==> src/rtl/pixel_burst_ctrl.sv <==
// pixel_burst_ctrl
// SRAM pixel burst engine. On a start pulse it reads rd_count RGB pixels from
// SRAM (converted to greyscale or passed through) into rd_buf_o. It then writes
// wr_count pixels from wr_buf_i back to SRAM. Every access holds its address and
// strobe for wait_cycles+1 cycles.
//
// Ports:
//   clk_i, n_rst_i         clock, asynchronous active-low reset
//   start_i                begin an operation (sampled only while idle)
//   rd_base_i, wr_base_i   first read / write address
//   rd_count_i, wr_count_i pixels to read / write (0 skips that phase)
//   wait_cycles_i          extra cycles per SRAM access
//   gray_mode_i            1 = greyscale convert, 0 = pass low pixel bits
//   wr_buf_i               pixels to write, index 0 in the low bits
//   rd_buf_o               pixels read, index 0 in the low bits
//   busy_o, done_o, err_o  status: not idle / completion pulse / rejected start
//   address_o, w_data_o    SRAM address and write data
//   r_data_i               SRAM read data {R,G,B}
//   read_enable_o          SRAM read strobe
//   write_enable_o         SRAM write strobe
module pixel_burst_ctrl #(
    parameter int unsigned ADDR_W  = 16,
    parameter int unsigned PIX_W   = 8,
    parameter int unsigned MAX_PIX = 20,
    parameter int unsigned CNT_W   = $clog2(MAX_PIX + 1),
    parameter int unsigned WAIT_W  = 4
) (
    input  logic                     clk_i,
    input  logic                     n_rst_i,
    input  logic                     start_i,
    input  logic [ADDR_W-1:0]        rd_base_i,
    input  logic [ADDR_W-1:0]        wr_base_i,
    input  logic [CNT_W-1:0]         rd_count_i,
    input  logic [CNT_W-1:0]         wr_count_i,
    input  logic [WAIT_W-1:0]        wait_cycles_i,
    input  logic                     gray_mode_i,
    input  logic [MAX_PIX*PIX_W-1:0] wr_buf_i,
    output logic [MAX_PIX*PIX_W-1:0] rd_buf_o,
    output logic                     busy_o,
    output logic                     done_o,
    output logic                     err_o,
    output logic [ADDR_W-1:0]        address_o,
    output logic [23:0]              w_data_o,
    input  logic [23:0]              r_data_i,
    output logic                     read_enable_o,
    output logic                     write_enable_o
);

    typedef enum logic [2:0] {
        StIdle,
        StRead,
        StGap,
        StWrite,
        StDone
    } state_e;

    state_e                   state_q, state_d;
    logic [ADDR_W-1:0]        rd_base_q, rd_base_d;
    logic [ADDR_W-1:0]        wr_base_q, wr_base_d;
    logic [CNT_W-1:0]         rd_cnt_q, rd_cnt_d;
    logic [CNT_W-1:0]         wr_cnt_q, wr_cnt_d;
    logic [WAIT_W-1:0]        wait_q, wait_d;
    logic                     gray_q, gray_d;
    logic [CNT_W-1:0]         pix_q, pix_d;
    logic [WAIT_W-1:0]        wcnt_q, wcnt_d;
    logic                     err_q, err_d;
    logic [MAX_PIX*PIX_W-1:0] rd_buf_q, rd_buf_d;

    logic                     last_beat;
    logic                     start_bad;
    logic [9:0]               rgb_sum;
    logic [9:0]               grey;
    logic [PIX_W-1:0]         pix_in;
    logic [PIX_W-1:0]         wr_pix;
    logic [7:0]               wr_pix8;

    // Greyscale approximation of (R+G+B)/3 by a sum of shifted copies of the sum.
    always_comb begin
        rgb_sum = 10'(r_data_i[23:16]) + 10'(r_data_i[15:8]) + 10'(r_data_i[7:0]);
        grey    = (rgb_sum >> 2) + (rgb_sum >> 4) + (rgb_sum >> 6) + (rgb_sum >> 8);
        pix_in  = gray_q ? PIX_W'(grey) : r_data_i[PIX_W-1:0];
        wr_pix  = wr_buf_i[int'(pix_q)*PIX_W +: PIX_W];
        wr_pix8 = 8'(wr_pix);
    end

    assign last_beat = (wcnt_q == wait_q);
    assign start_bad = (rd_count_i > CNT_W'(MAX_PIX)) || (wr_count_i > CNT_W'(MAX_PIX));

    always_comb begin
        state_d   = state_q;
        rd_base_d = rd_base_q;
        wr_base_d = wr_base_q;
        rd_cnt_d  = rd_cnt_q;
        wr_cnt_d  = wr_cnt_q;
        wait_d    = wait_q;
        gray_d    = gray_q;
        pix_d     = pix_q;
        wcnt_d    = wcnt_q;
        err_d     = 1'b0;
        rd_buf_d  = rd_buf_q;

        unique case (state_q)
            StIdle: begin
                if (start_i) begin
                    if (start_bad) begin
                        err_d = 1'b1;
                    end else begin
                        rd_base_d = rd_base_i;
                        wr_base_d = wr_base_i;
                        rd_cnt_d  = rd_count_i;
                        wr_cnt_d  = wr_count_i;
                        wait_d    = wait_cycles_i;
                        gray_d    = gray_mode_i;
                        pix_d     = '0;
                        wcnt_d    = '0;
                        if (rd_count_i != '0) begin
                            state_d = StRead;
                        end else if (wr_count_i != '0) begin
                            state_d = StWrite;
                        end else begin
                            state_d = StDone;
                        end
                    end
                end
            end
            StRead: begin
                if (last_beat) begin
                    wcnt_d = '0;
                    rd_buf_d[int'(pix_q)*PIX_W +: PIX_W] = pix_in;
                    if (pix_q == rd_cnt_q - CNT_W'(1)) begin
                        pix_d   = '0;
                        state_d = (wr_cnt_q != '0) ? StGap : StDone;
                    end else begin
                        pix_d = pix_q + CNT_W'(1);
                    end
                end else begin
                    wcnt_d = wcnt_q + WAIT_W'(1);
                end
            end
            StGap: begin
                state_d = StWrite;
            end
            StWrite: begin
                if (last_beat) begin
                    wcnt_d = '0;
                    if (pix_q == wr_cnt_q - CNT_W'(1)) begin
                        pix_d   = '0;
                        state_d = StDone;
                    end else begin
                        pix_d = pix_q + CNT_W'(1);
                    end
                end else begin
                    wcnt_d = wcnt_q + WAIT_W'(1);
                end
            end
            StDone: begin
                state_d = StIdle;
            end
            default: begin
                state_d = StIdle;
            end
        endcase
    end

    always_ff @(posedge clk_i or negedge n_rst_i) begin
        if (!n_rst_i) begin
            state_q   <= StIdle;
            rd_base_q <= '0;
            wr_base_q <= '0;
            rd_cnt_q  <= '0;
            wr_cnt_q  <= '0;
            wait_q    <= '0;
            gray_q    <= 1'b0;
            pix_q     <= '0;
            wcnt_q    <= '0;
            err_q     <= 1'b0;
            rd_buf_q  <= '0;
        end else begin
            state_q   <= state_d;
            rd_base_q <= rd_base_d;
            wr_base_q <= wr_base_d;
            rd_cnt_q  <= rd_cnt_d;
            wr_cnt_q  <= wr_cnt_d;
            wait_q    <= wait_d;
            gray_q    <= gray_d;
            pix_q     <= pix_d;
            wcnt_q    <= wcnt_d;
            err_q     <= err_d;
            rd_buf_q  <= rd_buf_d;
        end
    end

    // Outputs decode from the registered state only; idle bus is driven to zero.
    always_comb begin
        busy_o         = (state_q != StIdle);
        done_o         = (state_q == StDone);
        err_o          = err_q;
        read_enable_o  = (state_q == StRead);
        write_enable_o = (state_q == StWrite);
        address_o      = '0;
        w_data_o       = '0;
        if (state_q == StRead) begin
            address_o = rd_base_q + ADDR_W'(pix_q);
        end else if (state_q == StWrite) begin
            address_o = wr_base_q + ADDR_W'(pix_q);
            w_data_o  = {3{wr_pix8}};
        end
    end

    assign rd_buf_o = rd_buf_q;

endmodule

==> config.mk <==
export PLATFORM = sky130hd
export DESIGN_NAME = pixel_burst_ctrl
export DESIGN_NICKNAME = d
export VERILOG_FILES = /design/src/rtl/pixel_burst_ctrl.sv
export SDC_FILE = /design/constraint.sdc
export NUM_CORES = 1
export LEC_CHECK = 0
export ABC_CLOCK_PERIOD_IN_PS = 7900
export BUFFER_PORTS_ARGS = -buffer_cell sky130_fd_sc_hd__buf_2
export CORE_MARGIN = 8
export CORE_UTILIZATION = 35
export CTS_CLUSTER_DIAMETER = 80
export CTS_CLUSTER_SIZE = 16
export DETAILED_ROUTE_END_ITERATION = 10
export PLACE_DENSITY_LB_ADDON = 0.25
export SYNTH_ARGS = -nofsm -noshare
export SYNTH_HDL_FRONTEND = slang
export SYNTH_SLANG_ARGS = --single-unit
==> constraint.sdc <==
create_clock -name clk_i -period 7.9 [get_ports clk_i]
set_input_delay 1.58 -clock clk_i [delete_from_list [all_inputs] [get_ports clk_i]]
set_output_delay 1.58 -clock clk_i [all_outputs]
set_load 0.005 [all_outputs]
==> results_dict.tcl <==
set metrics [dict create \
    initial_core_util 0.355 \
    cts_tree "yes" \
    drt-vias-per-instance 5.24 \
    crit_fanout 20 \
    fin_util 0.437 \
    ys_seq_elements 220 \
    min_from "rd_buf_o[105]" \
    cts_resized 0 \
    fin_cells 2060 \
    yosysWarnings 0 \
    routed_wl_um 45500 \
    worst_pin_slew_ns 1.03 \
    final.period_utilization 0.841 \
    fmax_mhz 150 \
    cts_hold_buf 0 \
    drive_gt1_frac 0.411 \
    start_kind "primary input" \
    timing.rr.start "pix_q[0]" \
    vdd_drop_max_v 0.000197 \
    grt-ovfl-total 0 \
    cp_data_arrival_time_ns 7.04 \
    grt_pass1_vias 11500 \
    io_buffers 438 \
    synth_top_area_share 0.425 \
    final_common_cell "buf_2" \
    rows 70 \
    synth_enable_flop_cells 0 \
    crit_path_end_kind "flop" \
    clk-insertion-delay-late_ns 0.51 \
    die_w_um 208 \
    antenna_found_initial 2 \
    min_path_cells 2 \
    tns_ns 0 \
    place_inst 2032 \
    place_congestion 0.884 \
    p_leak_nw 7.51 \
    first_pass_iters 5 \
    grt_pass1_wl_um 70000 \
    hp-class "reg2reg" \
    coreArea_mm2 0.0365 \
    rrSetupSlack_ns 3.33 \
    cp.required_ns 8.29 \
    r2r_cells 9 \
    setup_viol 0 \
    fin_nets 1871 \
    post_cts_buffers 0 \
    dieArea_mm2 0.0434 \
    synth_top_area_cell "dfrtp_1" \
    netlist_area_mm2 0.0129 \
    synth_ff_type "dfrtp_1" \
    final_area_mm2 0.0160 \
    ant_nets 0 \
    ys_top_cells_by_area "dfrtp_1 (43%), mux4_2 (8.3%), mux2_2 (7.4%)" \
    dpl.hpwl_um 36500 \
    synthArstFlopShare 1.00 \
    cts_htree_levels 1 \
    ios 439 \
    cts_sinks 220 \
    clk_pin_slew_ns 0.07 \
    fin_hold_ws_ns 0.472 \
    wire_per_inst_um 22.1 \
    avgSynthCellArea_um2 10.9 \
    synth.distinct_cells 85 \
    routed-via-count 10800 \
    finalHoldViolations 0 \
    dpl_cell_area_mm2 0.0154 \
    die_height_um 208 \
    areaGrowthSynthToFinish_pct 23.2 \
    grt_max_degree 89 \
    final_cell_mix "buf_2 (437), dfrtp_1 (218), nand2_1 (206), mux2_2 (85), nor2_1 (63)" \
    synth_cells 1188 \
    drc 0 \
    synth_seq_area_share 0.425 \
    status "finished, final reports clean" \
    finClkSkew_ns 0.0300 \
    grt.total_usage 0.203 \
    power_density_mw_per_mm2 372 \
    synth_fp_nets 1474 \
    period_needed_ns 6.65 \
    r2r_end "rd_buf_o[116]" \
    numCtsBuffers 19 \
    worst-setup-path-type "in2reg" \
    rsz0062_at_grt "no" \
    relSlewSlack 0.310 \
    min_to "rd_buf_o[105]" \
    drv_slew 0 \
    first_iter_violations 638 \
    cts-root-buf "clkbuf_16" \
    clock_path_buffers 3 \
    cap_violations 0 \
]
sequential cells by signal (all words and copies together) (netlist names):
register,flops
rd_base_q,16
wr_base_q,16
wr_cnt_q,5
state_q,3
wait_q,4
wcnt_q,4
err_o,1
pix_q,5
rd_buf_o,160
rd_cnt_q,5
gray_q,1
per-stage QoR:
step | worst slack (ns) | power (mW)
floorplan | 1.36 | 3.89
global placement | 0.932 | 5.05
detailed placement | 0.817 | 5.10
CTS | 1.31 | 6.00
global route | 0.990 | 6.40
finish | 1.25 | 5.94
Yosys cell counts, types with 24 or more instances:
| cell | n |
|---|---|
| nand2_1 | 206 |
| mux4_2 | 48 |
| ha_1 | 36 |
| mux2_2 | 85 |
| nor2_1 | 64 |
| dfrtp_1 | 220 |
| xnor2_1 | 33 |
| o21ai_0 | 57 |
| a21oi_1 | 30 |
| mux2_1 | 26 |
| inv_1 | 29 |
| nor3_1 | 24 |
worst max-delay path: stages:
cell and delay, ns:
buf_2 0.10, inv_1 0.05, fa_1 0.50, or2_2 0.32, fa_1 0.39, nand2b_1 0.19, a21oi_1 0.20, nor3_1 0.09
xnor2_1 0.22, inv_1 0.13, fa_1 0.49, inv_1 0.05, fa_1 0.47, ha_1 0.24, fa_1 0.43, a211oi_1 0.28
nor2_1 0.11, o311ai_1 0.33, nand3b_1 0.11, and3_1 0.18, buf_4 0.22, o41ai_2 0.35
where the power goes:
group          leakage, nW  internal (mW)  switching, mW
Sequential            2.42           1.51          0.395
Clock                0.266          0.443          0.430
Combinational         4.82           1.38           1.78
area by class of cell:
class	count	area, um2
antenna	2	5.00
clock buffer	20	479
clock inverter	6	60.1
fill	3528	20600
inverter	31	116
multi-input combinational	864	6920
sequential	220	5510
tap	468	586
timing repair buffer	449	2280
metal layers:
layer  track usage  up-vias  part of all wire
li1              -     5015                 -
met1         0.275     5375              0.45
met2         0.313      346              0.44
met3        0.0651       58             0.077
met4        0.0487        2             0.026
met5             0        -           0.00031
worst max-delay path by stage:
stage	startpoint	end	slack (ns)	cells after the start
global route	r_data_i[1]	rd_buf_o[47]	0.99	22
global placement	r_data_i[1]	rd_buf_o[63]	0.93	22
floorplan	r_data_i[1]	rd_buf_o[23]	1.36	21
finish	r_data_i[1]	rd_buf_o[47]	1.25	22
detailed placement	r_data_i[1]	rd_buf_o[95]	0.82	22
CTS	r_data_i[1]	rd_buf_o[47]	1.31	22
cell families after synthesis:
| family | Yosys count | synth area share |
|---|---|---|
| buffers and inverters | 104 | 0.0422 |
| AND/OR/NAND/NOR | 397 | 0.148 |
| adder cells (fa/ha/maj) | 52 | 0.0595 |
| multiplexers | 168 | 0.187 |
| AO/OA/AOI/OAI | 193 | 0.102 |
| XOR/XNOR | 54 | 0.0365 |
| flip-flops | 220 | 0.425 |
Power figures use the tool's default switching activity.
